$ cat config.mk
export PLATFORM = sky130hd
export DESIGN_NAME = dmem_lsu
export DESIGN_NICKNAME = d
export VERILOG_FILES = /design/src/rtl/dmem_lsu_pkg.sv /design/src/rtl/load_extend.sv /design/src/rtl/dmem_lsu.sv
export SDC_FILE = /design/constraint.sdc
export NUM_CORES = 1
export LEC_CHECK = 0
export ABC_AREA = 1
export BUFFER_PORTS_ARGS = -buffer_cell sky130_fd_sc_hd__buf_2
export CAP_MARGIN = 5
export CORE_ASPECT_RATIO = 0.6
export CORE_UTILIZATION = 44
export DETAILED_ROUTE_END_ITERATION = 7
export PLACE_DENSITY = 0.77
export SYNTH_ARGS = -nofsm -noshare
export SYNTH_HDL_FRONTEND = slang
export SYNTH_HIERARCHICAL = 1
export SYNTH_SLANG_ARGS = --single-unit
$ cat constraint.sdc
create_clock -name clk -period 1.44 [get_ports clk]
set_input_delay 0 -clock clk [delete_from_list [all_inputs] [get_ports clk]]
set_output_delay 0 -clock clk [all_outputs]
set_load 0.1 [all_outputs]
$ cat src/rtl/dmem_lsu_pkg.sv
// Shared definitions for the data-memory load/store unit and the processor MEM stage.
package dmem_lsu_pkg;

    typedef enum logic [1:0] {
        ST_IDLE   = 2'd0,
        ST_ACCESS = 2'd1,
        ST_RESP   = 2'd2
    } lsu_state_t;

    // dsize encoding is bytes-1; 2 has no meaning and is rejected
    localparam logic [0:1] SZ_BYTE    = 2'd0;
    localparam logic [0:1] SZ_HALF    = 2'd1;
    localparam logic [0:1] SZ_ILLEGAL = 2'd2;
    localparam logic [0:1] SZ_WORD    = 2'd3;

    function automatic logic size_misaligned(input logic [0:1] size, input logic [0:1] addr_lsb);
        logic bad;
        bad = 1'b0;
        case (size)
            SZ_WORD: bad = (addr_lsb != 2'b00);
            SZ_HALF: bad = addr_lsb[1];
            default: bad = 1'b0;
        endcase
        return bad;
    endfunction

endpackage

$ cat src/rtl/load_extend.sv
// Selects the addressed byte/halfword from big-endian read data and sign- or zero-extends it.
module load_extend
    import dmem_lsu_pkg::*;
(
    input  logic [0:31] rData,
    input  logic [0:1]  size,
    input  logic        sign_ext,
    output logic [0:31] data
);

    logic fill;

    always_comb begin
        fill = sign_ext & rData[0];
        data = rData;
        case (size)
            SZ_BYTE: data = {{24{fill}}, rData[0:7]};
            SZ_HALF: data = {{16{fill}}, rData[0:15]};
            default: data = rData;
        endcase
    end

endmodule

$ cat src/rtl/dmem_lsu.sv
// Single-request load/store unit between the core MEM stage and a combinational data memory.
//   state     | meaning
//   ST_IDLE   | ready for a request; request fields captured on acceptance
//   ST_ACCESS | memory addressed for one cycle; store commits, load data captured
//   ST_RESP   | response held until the core takes it
module dmem_lsu
    import dmem_lsu_pkg::*;
#(
    parameter int MEM_SIZE = 32768
) (
    input  logic        clk,
    input  logic        reset,
    input  logic        req_valid,
    output logic        req_ready,
    input  logic        req_store,
    input  logic [0:1]  req_size,
    input  logic        req_signed,
    input  logic [0:31] req_addr,
    input  logic [0:31] req_wdata,
    output logic        resp_valid,
    input  logic        resp_ready,
    output logic [0:31] resp_rdata,
    output logic        resp_err,
    output logic [0:31] mem_addr,
    output logic [0:31] mem_wData,
    output logic        mem_writeEnable,
    output logic [0:1]  mem_dsize,
    input  logic [0:31] mem_rData
);

    lsu_state_t state, state_nxt;

    logic [0:31] addr_q;
    logic [0:31] wdata_q;
    logic [0:1]  size_q;
    logic        store_q;
    logic        sign_q;
    logic        err_q;
    logic [0:31] rdata_q;
    logic        resp_err_q;

    logic        accept;
    logic        req_err;
    logic [32:0] end_addr;
    logic [0:31] ext_data;

    // 33-bit sum so an address near 2^32 that wraps still counts as out of range
    assign end_addr = {1'b0, req_addr} + {31'b0, req_size};
    assign req_err  = (req_size == SZ_ILLEGAL)
                    | size_misaligned(req_size, req_addr[30:31])
                    | (end_addr >= 33'(MEM_SIZE));

    always_comb begin
        state_nxt  = state;
        req_ready  = 1'b0;
        resp_valid = 1'b0;
        case (state)
            ST_IDLE: begin
                req_ready = 1'b1;
                if (req_valid) state_nxt = ST_ACCESS;
            end
            ST_ACCESS: state_nxt = ST_RESP;
            ST_RESP: begin
                resp_valid = 1'b1;
                if (resp_ready) state_nxt = ST_IDLE;
            end
            default: state_nxt = ST_IDLE;
        endcase
    end

    assign accept = req_valid && req_ready;

    always_ff @(posedge clk) begin
        if (reset) state <= ST_IDLE;
        else       state <= state_nxt;
    end

    always_ff @(posedge clk) begin
        if (reset) begin
            addr_q  <= '0;
            wdata_q <= '0;
            size_q  <= SZ_WORD;
            store_q <= 1'b0;
            sign_q  <= 1'b0;
            err_q   <= 1'b0;
        end else if (accept) begin
            addr_q  <= req_addr;
            wdata_q <= req_wdata;
            size_q  <= req_size;
            store_q <= req_store;
            sign_q  <= req_signed;
            err_q   <= req_err;
        end
    end

    load_extend u_load_extend (
        .rData    (mem_rData),
        .size     (size_q),
        .sign_ext (sign_q),
        .data     (ext_data)
    );

    always_ff @(posedge clk) begin
        if (reset) begin
            rdata_q    <= '0;
            resp_err_q <= 1'b0;
        end else if (state == ST_ACCESS) begin
            rdata_q    <= (store_q || err_q) ? '0 : ext_data;
            resp_err_q <= err_q;
        end
    end

    assign resp_rdata = rdata_q;
    assign resp_err   = resp_err_q;

    // The request registers drive the memory directly, so they hold between accesses.
    assign mem_addr        = addr_q;
    assign mem_wData       = wdata_q;
    assign mem_dsize       = size_q;
    // reset gates the strobe so a store caught mid-access never reaches memory
    assign mem_writeEnable = (state == ST_ACCESS) && store_q && !err_q && !reset;

endmodule

==> results of run 1 <==
[metal layers]
metal	share of wire [%]	wire [um]	vias up
met5	0	0	-
met4	0.76	130	0
met3	10	1740	12
met2	41	6980	279
met1	48	8160	2629
li1	-	-	2983
[per-stage QoR]
stage	setup TNS (ps)	worst slack, ps	power (mW)	cell area (um^2)	util (%)
floorplan	-9040	-424	5.89	5310	-
global placement	-219	-219	6.49	6440	59.4
detailed placement	-282	-282	6.50	6440	59.4
CTS	0	23.5	8.99	7310	67.4
global route	-69.9	-40.2	9.34	7340	67.7
finish	0	59.2	8.98	7340	67.7
[cells by family (layout without fill, tap and decap cells)]
logic type / Yosys count / count (layout) / synth area share, %
flip-flops: 104 / 104 / 41.2
AO/OA/AOI/OAI: 158 / 158 / 15.7
adder cells (fa/ha/maj): 3 / 3 / 0.891
XOR/XNOR: 1 / 1 / 0.173
AND/OR/NAND/NOR: 415 / 415 / 34.8
buffers and inverters: 82 / 345 / 7.20
[power by group]
| part | total (mW) | leakage [nW] | switching (mW) | internal [mW] |
|---|---|---|---|---|
| clock network | 2.37 | 0.139 | 1.13 | 1.25 |
| registers | 3.27 | 0.860 | 0.151 | 3.12 |
| logic | 3.33 | 2.64 | 2.61 | 0.727 |
| total | 8.98 | 3.64 | 3.89 | 5.10 |
[sequential cells by signal, indices dropped and copies added (netlist names)]
name	cells
mem_addr	32
err_q	1
state	2
mem_wData	32
mem_dsize	2
store_q	1
sign_q	1
resp_rdata	32
resp_err	1
[worst paths after layout]
path	slack (ps)	cells past startpoint	endpoint	from
worst max register to register	120	6	mem_addr[13]$_SDFFE_PP0P_	state[1]$_SDFFE_PP0P_
worst min-delay path	9	3	mem_addr[11]$_SDFFE_PP0P_	req_addr[11]
worst max-delay path	60	15	err_q$_SDFFE_PP0P_	req_size[1]
worst min register to register	470	2	mem_wData[3]$_SDFFE_PP0P_	mem_wData[3]$_SDFFE_PP0P_
[cells in the mapped netlist, drive strengths merged (2+ instances only)]
cell,number
dfxtp,104
a21oi,55
nor2,187
buf,15
inv,38
nand3,51
nor3,3
clkbuf,28
nand2,166
ha,2
nand4,5
o21ai,102
[timing repair]
item / 4_1_cts / 5_1_grt
hold buffers: 58 / 0
buffers inserted: 0 / 0
endpoints found under the setup margin: 2 / 14
pin swaps: 1 / 5
resized for setup: 1 / 12
hold endpoints to repair: 58 / 0
[critical path, stage by stage]
cell and delay (ps):
buf_2 110, ha_1 220, fa_2 390, inv_2 100
nor2_4 50, nand2_2 70, nor2_4 50, nand2_1 50
nand2_1 50, nand2_1 50, nand2_1 50, nor2_1 90
nand2_1 70, nor3_2 160, a21oi_1 90
[area by class of cell]
type	instances	area (um^2)
Tap cell	139	174
Multi-Input combinational cell	577	2730
Timing Repair Buffer	291	1910
Sequential cell	104	2090
Fill cell	924	3500
Clock inverter	5	47.5
Clock buffer	10	239
Inverter	39	153
==> run_results.csv, run 1 <==
group,metric,value,unit
outcome,status,"finished, final reports clean",
placed_design,dp.final_hpwl,12100,um
worst_hold_path,hold_class,"in -> reg",
global_route,grt_pass1_vias,5228,
floorplan,core_area,0.0108,mm^2
final_layout,final_common_cell,"buf_2",
drt,routed_wl,17000,um
drt,num_vias,5903,
pwr,p_leak,3.64,nW
global_route,grt_antenna_before_repair,0,
drt,via_per_inst,5.07,
logic_synthesis,ys_seq_elements,104,
clocking,htreeDepth,3,
sta,drv_slew,0,
global_route,grtUsageTotal,28.2,%
critical_path,cp_max_fo,5,
logic_synthesis,synth_top_area_share,41.2,%
sta,min_period_over_period,95.9,%
sta,setup-violations-final,0,
global_route,grt_overflow,0,
global_route,grt_use_met2,41.3,%
logic_synthesis,synth_edf_count,0,
clocking,root_buffer,"clkbuf_16",
final_layout,area_growth,45.3,%
placed_design,dp.cells,1092,
global_route,grt_max_degree,63,
drt,initialDrtViolationCount,566,
final_layout,final_nets,1129,
logic_synthesis,yosysUniqueCellTypes,29,
logic_synthesis,syn_nets,870,
logic_synthesis,yosysWarnings,6,
critical_path,critical_path_class,"in -> reg",
sta,final_hold_viol_count,0,
global_route,met3_usage,6.38,%
logic_synthesis,ys.flop_type,"dfxtp_1",
floorplan,ios,206,
critical_path,end_kind,"register",
sta,tightest_slew,530,ps
final_layout,drive_gt1_share,30.4,%
clocking,cts_tree,"yes",
pwr,p_per_area,1220,mW/mm^2
final_layout,diodes,0,
clocking,cts_made_buffers,9,
sta,period_needed,1380,ps
floorplan,die_area,0.0119,mm^2
sta,slew_headroom,64.9,%
final_layout,fin_cells,1165,
sta,rsz0062_at_grt,"true",
logic_synthesis,yosys.area.top_type,"dfxtp_1",
clocking,path_clk_slew,70,ps
floorplan,die_h,85.0,um
pwr,ir_drop,0.000629,V
logic_synthesis,synth_area,0.00505,mm^2
global_route,grt.busiest_layer,"met1",
critical_path,critical_path_arrival,1600,ps
critical_path,startpoint_type,"primary input",
placed_design,finalWeightedCongestion,0.890,
flow_run,drv_cap,0,
logic_synthesis,syn-instance-count,763,
final_layout,layout_common_cells,"201 x buf_2, 165 x nor2_1, 155 x nand2_1, 101 x dfxtp_1, 57 x dlygate4sd3_1",
logic_synthesis,synthTopCellsByArea,"dfxtp_1 41%, nor2_1 13%, nand2_1 12%, o21ai_0 10%, a21oi_1 5.4%",
drt,drc_errors,0,
critical_path,crit_required,1660,ps
floorplan,rows,29,
clocking,cts_sinks,104,
sta,whs,8.65,ps
drt,first_pass_iters,5,
sta,fin_skew,5.29,ps
logic_synthesis,synthArstFlopShare,0,%
logic_synthesis,syn_area_per_cell,6.62,um^2
sta,max_freq,724,MHz
placed_design,port_buffers,205,
drt,wl_per_cell,14.6,um
floorplan,fp.dieW,140,um
clocking,cts_buffer_depth,2,
clocking,clk_latency,340,ps
logic_synthesis,seq_area_frac_synth,41.2,%
drt,ant_nets,0,
global_route,grt_pass1_wl,26500,um
floorplan,start_util,46.6,%
global_route,met1_usage,41.8,%
Note: power is estimated with default switching activity, not from simulation.
==> inputs of run 2 (changes only) <==
--- a/config.mk
+++ b/config.mk
@@ -9,9 +9,9 @@
 export BUFFER_PORTS_ARGS = -buffer_cell sky130_fd_sc_hd__buf_2
 export CAP_MARGIN = 5
 export CORE_ASPECT_RATIO = 0.6
-export CORE_UTILIZATION = 44
+export CORE_UTILIZATION = 52
 export DETAILED_ROUTE_END_ITERATION = 7
-export PLACE_DENSITY = 0.77
+export PLACE_DENSITY = 0.85
 export SYNTH_ARGS = -nofsm -noshare
 export SYNTH_HDL_FRONTEND = slang
 export SYNTH_HIERARCHICAL = 1
==> constraint.sdc (replaced) <==
create_clock -name clk -period 1.65 [get_ports clk]
set_input_delay 0 -clock clk [delete_from_list [all_inputs] [get_ports clk]]
set_output_delay 0 -clock clk [all_outputs]
set_load 0.1 [all_outputs]
==> run 2 against run 1 <==
- sequential share of layout area shrank 0.054 points
- sequential power shrank 13%
- utilization grew 11 points
- combinational power shrank 12%
- global-route usage grew 7.4 points
- clock-buffer cell count shrank 1
- final cell count shrank 0.60%
- non-clock buffer count is the same
- setup slack lost 15 ps
- worst hold slack lost 0.54 ps
- flip-flop and latch count is the same
- via count grew 6.1%
- critical path type unchanged
- largest cell class unchanged
- largest power group unchanged
==> run_results.csv, run 2 (synthesized netlist as in run 1, its figures left out) <==
group,metric,value,unit
floorplan,die_area,0.0101,mm^2
placed_design,placed_area,0.00621,mm^2
pwr,clkPwrFrac,26.5,%
sta,final_hold_viol_count,0,
drt,first_pass_iters,5,
drt,num_vias,6261,
drt,wl_per_cell,16.2,um
global_route,grt_antenna_before_repair,0,
outcome,status,"finished, final reports clean",
floorplan,ios,206,
floorplan,start_util,54.4,%
sta,finalSetupTns,0,ps
final_layout,area_growth,45.3,%
clocking,path_clk_slew,70,ps
sta,period_needed,1610,ps
drt,routed_wl,18700,um
critical_path,end_kind,"register",
clocking,root_buffer,"clkbuf_16",
placed_design,dp.final_hpwl,11500,um
pwr,p_comb_share,37.1,%
clocking,cts_made_buffers,9,
sta,max_freq,623,MHz
clocking,cts_buffer_depth,2,
critical_path,critical_path_arrival,1840,ps
final_layout,stdcell_area,0.00734,mm^2
pwr,p_leak,3.66,nW
final_layout,final_common_cell,"buf_2",
clocking,clk_latency,340,ps
placed_design,place_ws,-67.8,ps
drt,initialDrtViolationCount,639,
placed_design,port_buffers,205,
drt,drc_errors,0,
global_route,grt_overflow,0,
critical_path,crit_required,1880,ps
floorplan,rows,27,
final_layout,layout_common_cells,"201 x buf_2, 160 x nor2_1, 143 x nand2_1, 101 x o21ai_0, 101 x dfxtp_1",
pwr,swShare,44.2,%
sta,drv_slew,0,
global_route,grtUsageTotal,35.5,%
floorplan,core_area,0.00929,mm^2
worst_hold_path,hold_class,"in -> reg",
drt,ant_nets,0,
sta,setup-violations-final,0,
pwr,seqPwrFrac,36.4,%
global_route,grt_pass1_vias,5620,
sta,slew_headroom,50.4,%
clocking,cts_tree,"yes",
sta,worst_slack,44.2,ps
drt,via_per_inst,5.41,
sta,tightest_slew,742,ps
final_layout,drive_gt1_share,29.6,%
critical_path,cp_max_fo,3,
placed_design,finalWeightedCongestion,0.945,
final_layout,diodes,0,
critical_path,critical_path_class,"in -> reg",
final_layout,final_nets,1130,
global_route,grt_max_degree,64,
clocking,cts_sinks,104,
floorplan,die_h,78.4,um
pwr,p_per_area,1070,mW/mm^2
pwr,switching_power,3.47,mW
pwr,cell_internal_pwr,4.39,mW
global_route,grt_pass1_wl,27900,um
clocking,htreeDepth,3,
sta,min_period_over_period,97.3,%
critical_path,startpoint_type,"primary input",
flow_run,drv_cap,0,
sta,fin_skew,8.10,ps
floorplan,fp.dieW,129,um
pwr,ir_drop,0.000885,V
sta,whs,8.12,ps
-- run 2: cell type report --
type                            count  area [um^2]
Timing Repair inverter              1         5.00
Tap cell                          130          163
Sequential cell                   104         2090
Clock inverter                      7         63.8
Inverter                           39          160
Fill cell                         671         1950
Timing Repair Buffer              291         1880
Multi-Input combinational cell    577         2750
Clock buffer                        9          225
-- run 2: worst paths after layout --
check                           slack, ps                      start                        end  cells after the start
worst max register to register        250      state[0]$_SDFFE_PP0P_      state[1]$_SDFFE_PP0P_                      5
worst min register to register        480  mem_addr[20]$_SDFFE_PP0P_  mem_addr[20]$_SDFFE_PP0P_                      2
worst min-delay path                    8                req_size[0]  mem_dsize[0]$_SDFFE_PP1P_                      3
worst max-delay path                   40               req_addr[19]         err_q$_SDFFE_PP0P_                     13
-- run 2: per-layer routing --
metal	vias to the layer above	share of wire [%]	wire length (um)	global-route usage, %
li1	2982	-	-	-
met4	0	2.6	484	12.6
met3	50	11	1990	8.86
met5	-	0	0	0
met2	417	44	8200	54.8
met1	2812	43	8050	48.1
-- run 2: what timing repair did --
action | CTS | global route
gates cloned | 0 | 1
pin swaps | 0 | 12
resized for setup | 2 | 43
buffers inserted | 0 | 6
endpoints found under the hold margin | 65 | 0
setup endpoints to repair | 1 | 35
hold buffers | 66 | 0
-- run 2: power groups by stage --
stage | clock network (mW) | registers (mW) | logic (mW)
after floorplan | 0 | 4.37 | 0.666
after global placement | 0 | 2.90 | 2.66
after detailed placement | 0 | 2.91 | 2.67
after CTS | 2.10 | 2.85 | 2.80
after global routing | 2.21 | 2.88 | 3.04
final | 2.08 | 2.86 | 2.92
-- run 2: through the flow --
stage | std cells | power (mW) | utilization, %
4_1_cts | 1151 | 7.75 | 77.2
3_3_place_gp | 1069 | 5.56 | 66.8
2_1_floorplan | 763 | 5.03 | -
6_report | 1158 | 7.86 | 79.0
5_1_grt | 1158 | 8.13 | 79.0
3_5_place_dp | 1069 | 5.58 | 66.8
-- run 2: critical path, stage by stage --
cell and delay [ps]:
dlygate4sd3_1 530, buf_2 150, nand2_2 120, nor2_2 170, nand2_2 100, nor2_1 160, nand2_1 70, nand2_1 60
nand2_1 100, nor2_1 100, nand4_1 90, nor2_1 110, a21oi_1 60
==> inputs of run 3 (changes only) <==
--- a/config.mk
+++ b/config.mk
@@ -11,7 +11,9 @@
 export CORE_ASPECT_RATIO = 0.6
 export CORE_UTILIZATION = 52
 export DETAILED_ROUTE_END_ITERATION = 7
+export HOLD_SLACK_MARGIN = 0.12
 export PLACE_DENSITY = 0.85
+export RECOVER_POWER = 50
 export SYNTH_ARGS = -nofsm -noshare
 export SYNTH_HDL_FRONTEND = slang
 export SYNTH_HIERARCHICAL = 1
==> run 3 against run 2 <==
- the flow now finishes with violations (design-rule violations)
- global-route usage grew 3.3 points
- clock skew grew 0.53 ps
- critical endpoint unchanged
- clock-buffer cell count is the same
==> run_results.csv, run 3 (synthesized netlist as in run 1, its figures left out) <==
group,metric,value,unit
outcome,status,"finished with violations",
outcome,violations,"design-rule violations",
pwr,total_power,7.98,mW
sta,max_freq,623,MHz
critical_path,worstPathCellList,"dlygate4sd3_1 -> buf_2 -> nand2_2 -> nor2_4 -> nand2_2 -> nor2_4 -> nand3_1 -> nand2_1 -> nand2_1 -> nor2_1 -> nand2_1 -> nor3_2 -> a21oi_1",
drt,initialDrtViolationCount,748,
clocking,cts_buffer_depth,2,
pwr,ir_drop,0.000889,V
drt,routed_wl,20200,um
final_layout,fillers,579,
global_route,grtUsageTotal,38.8,%
critical_path,crit_required,1880,ps
worst_hold_path,hold_class,"in -> reg",
placed_design,finalWeightedCongestion,0.945,
floorplan,rows,27,
final_layout,drive_gt1_share,28.4,%
drt,num_vias,6689,
final_layout,final_nets,1166,
final_layout,layout_common_cells,"160 x nor2_1, 142 x nand2_1, 103 x dlygate4sd3_1, 103 x buf_2, 102 x o21ai_0",
floorplan,die_h,78.4,um
placed_design,place_ws,-67.8,ps
placed_design,port_buffers,205,
critical_path,path_buf_inv,2,
floorplan,ios,206,
critical_path,critical_path_class,"in -> reg",
clocking,cts_made_buffers,9,
floorplan,core_area,0.00929,mm^2
clocking,htreeDepth,3,
sta,slew_headroom,49.5,%
floorplan,fp.dieW,129,um
sta,min_period_over_period,97.3,%
critical_path,critical_path_arrival,1840,ps
critical_path,path_common_cell,"nand2_1",
clocking,clk_latency,350,ps
global_route,grt_pass1_vias,6200,
clocking,path_clk_slew,70,ps
drt,ant_nets,0,
global_route,grt_max_degree,64,
sta,finalSetupTns,0,ps
clocking,root_buffer,"clkbuf_16",
drt,first_pass_iters,8,
global_route,grt_overflow,0,
critical_path,cp_top_family,"simple AND/OR/NAND/NOR gates",
critical_path,cp_max_fo,5,
sta,period_needed,1610,ps
final_layout,diodes,0,
drt,drc_errors,5,
pwr,p_leak,3.76,nW
final_layout,area_growth,52.6,%
global_route,grt_pass1_wl,30300,um
drt,wl_per_cell,17.0,um
critical_path,cpPeakStageDelay,560,ps
final_layout,multi_input_area,0.00276,mm^2
sta,setup-violations-final,0,
sta,worst_slack,44.8,ps
clocking,cts_sinks,104,
critical_path,end_kind,"register",
sta,fin_skew,8.63,ps
sta,final_hold_viol_count,0,
global_route,grt_antenna_before_repair,0,
critical_path,startpoint_type,"primary input",
clocking,cts_tree,"yes",
critical_path,crit_slowest_cell,"dlygate4sd3_1",
placed_design,dp.final_hpwl,11500,um
drt,via_per_inst,5.60,
final_layout,stdcell_area,0.00771,mm^2
placed_design,placed_area,0.00621,mm^2
pwr,p_per_area,1030,mW/mm^2
sta,drv_slew,0,
final_layout,seq_area,0.00209,mm^2
floorplan,start_util,54.4,%
flow_run,drv_cap,0,
sta,whs,130,ps
floorplan,die_area,0.0101,mm^2
final_layout,final_common_cell,"nor2_1",
sta,tightest_slew,756,ps
run 3: final timing paths:
| path | startpoint | slack, ps | cells after the start | endpoint |
|---|---|---|---|---|
| worst max-delay path | req_addr[22] | 40 | 13 | err_q$_SDFFE_PP0P_ |
| worst min-delay path | req_valid | 130 | 4 | state[0]$_SDFFE_PP0P_ |
| worst max register to register | state[1]$_SDFFE_PP0P_ | 190 | 6 | mem_addr[15]$_SDFFE_PP0P_ |
| worst min register to register | mem_addr[18]$_SDFFE_PP0P_ | 490 | 2 | mem_addr[18]$_SDFFE_PP0P_ |
run 3: layer usage:
layer	track usage [%]	vias up	share of wire, %
met5	0	-	0
met4	22.4	0	4.9
li1	-	3063	-
met3	12.4	141	11
met2	57.2	517	43
met1	49.8	2968	41
run 3: final cells by class:
cell class	count	share of cell area, %
well taps	130	2.11
repair buffers	327	29.1
clock inverters	7	0.827
flip-flops and latches	104	27.1
inverters	39	2.08
multi-input cells	577	35.8
clock buffers	9	2.92
repair inverters	1	0.0649
run 3: timing repair:
item	4_1_cts	5_1_grt
pin swaps	0	8
gates cloned	0	1
hold endpoints to repair	103	0
endpoints found under the setup margin	1	35
buffers inserted	0	5
gates resized for setup	2	46
hold buffers	103	0
run 3: where the power goes:
part	total [mW]	internal [mW]	switching, mW	leakage [nW]
sequential	2.87	2.73	0.148	0.860
combinational	3.00	0.653	2.35	2.76
clock	2.10	1.06	1.04	0.145
total	7.98	4.44	3.54	3.76
run 3: through the flow:
stage / instances / utilization, %
2_1_floorplan: 763 / -
3_3_place_gp: 1069 / 66.8
3_5_place_dp: 1069 / 66.8
4_1_cts: 1188 / 81.2
5_1_grt: 1194 / 83.0
6_report: 1194 / 83.0
run 3: worst min-delay path, delay by kind of cell:
family                 cells  cell delay (ps)
buffers and inverters      2              240
AND/OR/NAND/NOR            2              190
